**src/rtl/wave_channel_sequencer.sv**
```systemverilog
// wave_channel_sequencer: shadow/live configuration banks and per-channel enable FSMs
// for the dual-channel waveform datapath, with phase-safe commit and synchronized start.
module wave_channel_sequencer #(
    parameter int          NUM_CH_BITS = 1,
    parameter logic [15:0] DTCYC_RESET = 16'h8000
) (
    input  logic                   i_clk,
    input  logic                   i_rst,
    input  logic                   i_sample_tick,
    input  logic                   i_wrap_a,
    input  logic                   i_wrap_b,
    input  logic                   i_cmd_valid,
    output logic                   o_cmd_ready,
    input  logic [NUM_CH_BITS-1:0] i_cmd_ch,
    input  logic [2:0]             i_cmd_addr,
    input  logic [31:0]            i_cmd_data,
    output logic                   o_ena,
    output logic                   o_enb,
    output logic [3:0]             o_mode_a,
    output logic [3:0]             o_mode_b,
    output logic [31:0]            o_freq_a,
    output logic [31:0]            o_freq_b,
    output logic [15:0]            o_dtcyc_a,
    output logic [15:0]            o_dtcyc_b,
    output logic signed [15:0]     o_phase_offs_a,
    output logic signed [15:0]     o_phase_offs_b,
    output logic                   o_busy_a,
    output logic                   o_busy_b,
    output logic                   o_done_a,
    output logic                   o_done_b,
    output logic                   o_pend_a,
    output logic                   o_pend_b
);
    typedef enum logic [1:0] {S_IDLE, S_ARMED, S_RUN, S_DONE} state_t;

    logic [1:0]       w_wrap, w_pend, w_en, w_busy, w_done;
    logic [1:0][3:0]  w_mode;
    logic [1:0][31:0] w_freq;
    logic [1:0][15:0] w_dtcyc, w_phase;
    logic             w_accept, w_ctrl;

    assign w_wrap      = {i_wrap_b, i_wrap_a};
    // CTRL bypasses the pending-commit stall so a channel can always be stopped
    assign o_cmd_ready = !i_rst && (!w_pend[i_cmd_ch] || i_cmd_addr == 3'd5);
    assign w_accept    = i_cmd_valid && o_cmd_ready;
    assign w_ctrl      = w_accept && i_cmd_addr == 3'd5;

    for (genvar c = 0; c < 2; c++) begin : g_ch
        localparam logic [NUM_CH_BITS-1:0] CH = NUM_CH_BITS'(c);
        state_t      r_state, w_nstate;
        logic [3:0]  r_sh_mode, r_mode;
        logic [31:0] r_sh_freq, r_freq;
        logic [15:0] r_sh_dtcyc, r_dtcyc, r_sh_phase, r_phase, r_sh_cycles, r_cycles, r_cnt;
        logic        r_pend, r_en, r_done;
        logic        w_sel, w_wr, w_start, w_stop, w_wrap_run, w_hit, w_commit;
        logic [16:0] w_cnt_inc;

        assign w_sel      = i_cmd_ch == CH;
        assign w_wr       = w_accept && w_sel;
        assign w_stop     = w_ctrl && i_cmd_data[1] && (i_cmd_data[2] || w_sel);
        assign w_start    = w_ctrl && i_cmd_data[0] && !i_cmd_data[1] && (i_cmd_data[2] || w_sel);
        assign w_wrap_run = w_wrap[c] && r_state == S_RUN;
        assign w_cnt_inc  = {1'b0, r_cnt} + 17'd1;
        assign w_hit      = r_cycles != 16'd0 && w_cnt_inc >= {1'b0, r_cycles};
        // While running, the commit waits for a period boundary that STOP does not pre-empt
        assign w_commit   = r_pend && (r_state != S_RUN || (w_wrap[c] && !w_stop));

        always_comb begin
            w_nstate = r_state;
            w_nstate = w_stop                                  ? S_IDLE  :
                       w_start                                 ? S_ARMED :
                       (r_state == S_ARMED && i_sample_tick)   ? S_RUN   :
                       (w_wrap_run && w_hit)                   ? S_DONE  : r_state;
        end

        always_ff @(posedge i_clk) begin
            if (i_rst) r_state <= S_IDLE;
            else       r_state <= w_nstate;
        end

        always_ff @(posedge i_clk) begin
            if (i_rst) begin
                r_en        <= 1'b0;
                r_done      <= 1'b0;
                r_cnt       <= '0;
                r_pend      <= 1'b0;
                r_sh_mode   <= '0;
                r_sh_freq   <= '0;
                r_sh_dtcyc  <= DTCYC_RESET;
                r_sh_phase  <= '0;
                r_sh_cycles <= '0;
                r_mode      <= '0;
                r_freq      <= '0;
                r_dtcyc     <= DTCYC_RESET;
                r_phase     <= '0;
                r_cycles    <= '0;
            end else begin
                r_en   <= r_state == S_RUN;
                r_done <= !w_start && (r_done || w_nstate == S_DONE);
                r_cnt  <= (w_start || r_state == S_ARMED) ? '0 :
                          (w_wrap_run && !w_stop) ? (w_cnt_inc[16] ? 16'hFFFF : w_cnt_inc[15:0]) : r_cnt;
                r_pend <= w_commit ? 1'b0 : (r_pend || (w_wr && i_cmd_addr == 3'd6));
                if (w_wr && i_cmd_addr == 3'd0) r_sh_mode   <= i_cmd_data[3:0];
                if (w_wr && i_cmd_addr == 3'd1) r_sh_freq   <= i_cmd_data;
                if (w_wr && i_cmd_addr == 3'd2) r_sh_dtcyc  <= i_cmd_data[15:0];
                if (w_wr && i_cmd_addr == 3'd3) r_sh_phase  <= i_cmd_data[15:0];
                if (w_wr && i_cmd_addr == 3'd4) r_sh_cycles <= i_cmd_data[15:0];
                if (w_commit) begin
                    r_mode   <= r_sh_mode;
                    r_freq   <= r_sh_freq;
                    r_dtcyc  <= r_sh_dtcyc;
                    r_phase  <= r_sh_phase;
                    r_cycles <= r_sh_cycles;
                end
            end
        end

        assign w_pend[c]  = r_pend;
        assign w_en[c]    = r_en;
        assign w_done[c]  = r_done;
        assign w_busy[c]  = r_state == S_ARMED || r_state == S_RUN;
        assign w_mode[c]  = r_mode;
        assign w_freq[c]  = r_freq;
        assign w_dtcyc[c] = r_dtcyc;
        assign w_phase[c] = r_phase;
    end

    assign o_ena          = w_en[0];
    assign o_enb          = w_en[1];
    assign o_mode_a       = w_mode[0];
    assign o_mode_b       = w_mode[1];
    assign o_freq_a       = w_freq[0];
    assign o_freq_b       = w_freq[1];
    assign o_dtcyc_a      = w_dtcyc[0];
    assign o_dtcyc_b      = w_dtcyc[1];
    assign o_phase_offs_a = w_phase[0];
    assign o_phase_offs_b = w_phase[1];
    assign o_busy_a       = w_busy[0];
    assign o_busy_b       = w_busy[1];
    assign o_done_a       = w_done[0];
    assign o_done_b       = w_done[1];
    assign o_pend_a       = w_pend[0];
    assign o_pend_b       = w_pend[1];
endmodule

```
**config.mk**
```make
export PLATFORM = sky130hd
export DESIGN_NAME = wave_channel_sequencer
export DESIGN_NICKNAME = d
export VERILOG_FILES = /design/src/rtl/wave_channel_sequencer.sv
export SDC_FILE = /design/constraint.sdc
export NUM_CORES = 1
export LEC_CHECK = 0
export CORE_MARGIN = 1
export CORE_UTILIZATION = 50
export DETAILED_ROUTE_END_ITERATION = 6
export PLACE_DENSITY_LB_ADDON = 0.05
export SKIP_LAST_GASP = 1
export SLEW_MARGIN = 20
export SYNTH_ARGS = -nofsm -noshare
export SYNTH_HDL_FRONTEND = slang
export SYNTH_SLANG_ARGS = --single-unit
```
**constraint.sdc**
```tcl
create_clock -name i_clk -period 3 [get_ports i_clk]
set_input_delay 0.3 -clock i_clk [delete_from_list [all_inputs] [get_ports i_clk]]
set_output_delay 0.3 -clock i_clk [all_outputs]
set_load 0.02 [all_outputs]
```
# Word-level counts from Yosys, hierarchy flattened
# Index checks and enable logic that the tools add are counted.
[op_classes]
addsub = 2
n_lt_le_gt_ge = 3
eq_ne = 14
mux = 12
bitwise_logic = 1
reduce_logical = 67
[ops]
columns = ["op", "n"]
rows = [
  ["$logic_and 1x1->1", 40],
  ["$add 16x1->17 const B", 2],
  ["$ge 17x16->1", 2],
  ["$mux 16", 2],
  ["$reduce_bool 16->1", 2],
  ["$mux 2", 8],
  ["$logic_or 1x1->1", 13],
  ["$eq 3x3->1 const B", 3],
  ["$eq 2x2->1 const B", 4],
  ["$reduce_or 2->1", 4],
  ["$logic_not 1->1", 7],
  ["$eq 3x2->1 const B", 2],
  ["$eq 2x1->1 const B", 2],
  ["$ne 2x2->1 const B", 2],
  ["$eq 3x1->1 const B", 1],
  ["$logic_not 3->1", 1],
  ["$lt 1x2->1 const B", 1],
  ["$mux 1", 2],
  ["$not 1->1", 1],
]
[totals]
register_bits = 378
in_bits = 42
out_inout_bits = 145

# Longest topological paths before layout
[logic_depth]
word_depth = 15
ltp_mapped = 13
depth_no_buf = 13

# Worst setup path before layout
# No wires, ideal clock.
[synth_timing]
kind = "register to register"
from = "reg g_ch[0].r_cnt[0]"
to = "reg g_ch[0].r_state[1]"
setup_ns = 0.126
arrival_ns = 2.673
slack_ns = 0.201
path_stages_with_launch = 14
period_less_slack_ns = 2.799
cell_sequence = "dfxtp_1 ha_1 nand3_1 nor2_1 nand3_1 nor2_1 xor2_1 ha_1 a211oi_1 nor2_1 nor3_1 o211ai_1 o21ai_0 a31oi_1"
[synth_between]
elab_chain_len = 8
[synth_lines]
columns = ["item", "line_no", "text"]
rows = [
  ["from (decl)", "53", "logic [15:0] r_sh_dtcyc, r_dtcyc, r_sh_phase, r_phase, r_sh_cycles, r_cycles, r_cnt;"],
  ["from (signal assigned)", "100", "r_cnt <= (w_start || r_state == S_ARMED) ? '0 :"],
  ["$add 16x1->17", "63", "assign w_cnt_inc = {1'b0, r_cnt} + 17'd1;"],
  ["$ge 17x16->1", "64", "assign w_hit = r_cycles != 16'd0 && w_cnt_inc >= {1'b0, r_cycles};"],
  ["$logic_and 1x1->1", "64", ""],
  ["$logic_and 1x1->1", "73", "(w_wrap_run && w_hit) ? S_DONE : r_state;"],
  ["$mux 2", "73", ""],
  ["$mux 2", "72", "(r_state == S_ARMED && i_sample_tick) ? S_RUN :"],
  ["$mux 2", "71", "w_start ? S_ARMED :"],
  ["$mux 2", "70", "w_nstate = w_stop ? S_IDLE :"],
  ["to (signal assigned)", "78", "else r_state <= w_nstate;"],
  ["to (decl)", "50", "state_t r_state, w_nstate;"],
]
# Every way passes these cells.
# A chain may end at the register's enable or synchronous reset.

# Worst setup path in the final report
[layout_timing]
from = "reg g_ch[0].r_cnt[3]"
to = "reg g_ch[0].r_done (netlist: o_done_a)"
[layout_between]
elab_chain_len = 11
[layout_lines]
columns = ["item", "line_no", "text"]
rows = [
  ["$add 16x1->17", "63", ""],
  ["$ge 17x16->1", "64", ""],
  ["$logic_and 1x1->1", "64", ""],
  ["$logic_and 1x1->1", "73", ""],
  ["$mux 2", "73", ""],
  ["$mux 2", "72", ""],
  ["$mux 2", "71", ""],
  ["$mux 2", "70", ""],
  ["$eq 2x2->1", "99", "r_done <= !w_start && (r_done || w_nstate == S_DONE);"],
  ["$logic_or 1x1->1", "99", ""],
  ["$logic_and 1x1->1", "99", ""],
  ["to (signal assigned)", "99", ""],
  ["to (decl)", "54", "logic r_pend, r_en, r_done;"],
]
# Every way passes these cells.

==> metrics.yaml <==
worst_setup_path:
  required_ns: 3.41
  reg2regPathDepth: 12
  cp.arrival_ns: 3.19
  critPathLaunchType: "flip-flop"
  crit_fanout: 5
  worstSetupEndpointType: "flip-flop"
  critPathKind: "reg -> reg"
final_layout:
  final_nets: 2126
  ff_latch_area_um2: 7570
  multiInputGateArea_um2: 6650
  area_growth_pct: 24.0
  nFillCells: 2554
  layout-drive-gt1-share_pct: 6.36
  final_core_util_pct: 63.8
synthesis:
  async_flop_share_pct: 0
  ys_seq_area_share_pct: 50.7
  yosys-mux-area-fraction_pct: 0
  synthAdderAreaFrac_pct: 3.19
  ys_ff_latch: 378
  synthesis.area_um2: 14900
  ys.flop_type: "dfxtp_1"
  synth_fp_nets: 1989
  syn_area_per_cell_um2: 7.82
  synthSimpleGateAreaFrac_pct: 23.2
  synth_edf_count: 0
  ys_types: 56
  synth-compound-area-share_pct: 16.1
  synth-xor-area-share_pct: 1.64
  synth_top_family_by_area: "simple AND/OR/NAND/NOR gates"
  synth-warning-count: 0
  syn-instance-count: 1909
sta:
  period_share_pct: 92.8
  final-max-slew-violation-count: 0
  setup_tns_ns: 0
  setup_viol: 0
  period_needed_ns: 2.78
  skew_ns: 0.0152
  rsz0062_at_grt: "yes"
  final_hold_viol_count: 0
  worst_pin_slew_ns: 1.06
  fmax_ghz: 0.359
  slew_headroom_pct: 29.0
die:
  dieArea_um2: 30500
  initial_core_util_pct: 51.4
  fp.dieW_um: 175
  pin_count: 187
  rows: 62
  die_h_um: 175
  coreArea_um2: 29000
routing:
  wirelength_um: 41600
  ant_nets: 0
  vias_per_cell: 5.35
  wire_per_inst_um: 16.9
  dr_total_vias: 13200
  drc: 0
  dr.pass1.iters: 5
  drt_iter0_markers: 926
power:
  ir_drop_uv: 422
  power_mw: 10.5
  cellLeakagePower_nw: 6.31
  power_density_nw_per_um2: 569
cts:
  cts_made_buffers: 39
  cts_hold_buf: 0
  worstSkewPairLatency_ns: 0.53
  clock_sinks: 378
  cts.clk_slew.worst_paths_ns: 0.06
  htreeDepth: 2
  root_buffer: "clkbuf_16"
  cts_tree: "yes"
  cts_buffer_depth: 3
global_routing:
  grt_pass1_vias: 12100
  antenna_found_initial: 1
  grt_pass1_wl_um: 65500
  grt_usage_pct: 26.8
  overflow: 0
  grt_start_max_net_pins: 148
outcome:
  status: "complete, no violations"
place:
  io_buffers: 186
  dp_hpwl_um: 26400
  gp_congestion: 0.815
min_path:
  min_path_type: "in -> reg"
  hold_depth: 5
flow_run:
  cap_violations: 0
## path summary, 6_finish.rpt
kind / end / slack, ns / startpoint
worst min register to register: o_freq_b[14] / 0.45 / g_ch[1].r_sh_freq[14]
worst max-delay path: o_done_a / 0.22 / g_ch[0].r_cnt[3]
worst min-delay path: o_pend_a / 0.26 / i_rst
worst max register to register: o_done_a / 0.22 / g_ch[0].r_cnt[3]
## layout by cell type (no fill, tap or decap), drive strengths merged, types with 2 or more instances in the layout
cell type,count
a211o,5
a211oi,6
a21o,6
a21oi,374
a311oi,16
a31oi,7
a41oi,3
and2,9
and3,12
and4,2
buf,45
bufinv,4
clkbuf,63
clkdlybuf4s50,185
clkinv,2
dfxtp,378
ha,38
inv,45
nand2,691
nand2b,4
nand3,29
nand3b,2
nand4,9
nor2,35
nor2b,6
nor3,18
nor3b,5
nor4,12
o211ai,2
o21ai,17
o22ai,3
or2b,2
or3,2
xnor2,14
xor2,14
## synthesized netlist by cell type, types with 3 or more instances
master / number / area, um^2
nor4_1: 12 / 75.1
a21o_1: 6 / 45.0
clkbuf_1: 91 / 342
and3_1: 10 / 62.6
buf_2: 28 / 140
nor2_1: 34 / 128
xor2_1: 14 / 123
a311oi_2: 4 / 60.1
a311oi_1: 12 / 105
nand2b_1: 4 / 25.0
inv_1: 44 / 165
o22ai_1: 3 / 18.8
ha_1: 38 / 475
xnor2_1: 14 / 123
nor3b_1: 5 / 37.5
o21ai_0: 16 / 80.1
nand2_1: 691 / 2590
nand3_1: 28 / 140
a211o_1: 5 / 43.8
a21oi_1: 374 / 1870
nand4_1: 8 / 50.1
a41oi_1: 3 / 26.3
a31oi_1: 7 / 43.8
nor2b_1: 6 / 37.5
nor3_1: 17 / 85.1
dfxtp_1: 378 / 7570
and2_1: 7 / 43.8
a211oi_1: 5 / 37.5
buf_4: 11 / 82.6
## worst max-delay path, cell delays in order, from the launching register on
cell       delay, ns
dfxtp_1         0.41
nand4_1         0.24
buf_4           0.21
nor2_1          0.19
nand3_1         0.18
xnor2_1         0.21
ha_1            0.28
nand2_1         0.08
o21ai_1         0.09
a2111oi_2       0.38
nor4_2          0.11
o211ai_1        0.24
nand2_1         0.07
## state kept, by name, summed over array words and instances (netlist names)
register,flops
g_ch.r_cnt,32
g_ch.r_cycles,32
g_ch.r_sh_cycles,32
g_ch.r_sh_dtcyc,32
g_ch.r_sh_freq,64
g_ch.r_sh_mode,8
g_ch.r_sh_phase,32
g_ch.r_state,4
o_done_a,1
o_done_b,1
o_dtcyc_a,16
o_dtcyc_b,16
o_ena,1
o_enb,1
o_freq_a,32
o_freq_b,32
o_mode_a,4
o_mode_b,4
o_pend_a,1
o_pend_b,1
o_phase_offs_a,16
o_phase_offs_b,16
## report_power, final
group	total [mW]	leakage, nW	switching, mW	internal, mW
clock	5.14	0.676	1.99	3.15
sequential	5.05	3.04	0.0102	5.04
combinational	0.336	2.59	0.239	0.0964
total	10.5	6.31	2.24	8.28
## stage by stage
stage,cell area [um^2],setup WS [ns],hold WS [ns],instances
2_1_floorplan,14900,0.201,0.432,1909
3_3_place_gp,17100,0.202,0.435,2387
3_5_place_dp,17100,0.123,0.443,2387
4_1_cts,18500,0.0942,0.241,2457
5_1_grt,18500,-0.0479,0.274,2460
6_report,18500,0.216,0.259,2460
## timing repair
item | in CTS | in global routing
gates resized for setup | 0 | 8
endpoints found under the setup margin | 0 | 5
buffers inserted | 0 | 2
## kinds of logic after synthesis
kind of cell | count (synthesis)
buffers and inverters | 178
XOR/XNOR | 28
AND/OR/NAND/NOR | 843
adder cells (fa/ha/maj) | 38
flip-flops | 378
AO/OA/AOI/OAI | 444
## layout make-up
cell class / count / share of cell area [%]
well taps: 384 / 2.60
multi-input cells: 1353 / 36.0
flip-flops and latches: 378 / 40.9
clock inverters: 7 / 0.811
diodes: 1 / 0.0135
inverters: 44 / 0.892
repair buffers: 230 / 12.2
clock buffers: 63 / 6.63
## layer usage
metal	vias up	GRT usage, %	routed length (um)
met5	-	0	0
met4	0	9.06	1190
met3	60	4.85	2660
met2	365	43.2	19200
met1	6179	36.1	18600
li1	6562	-	-
Power figures use the tool's default switching activity.
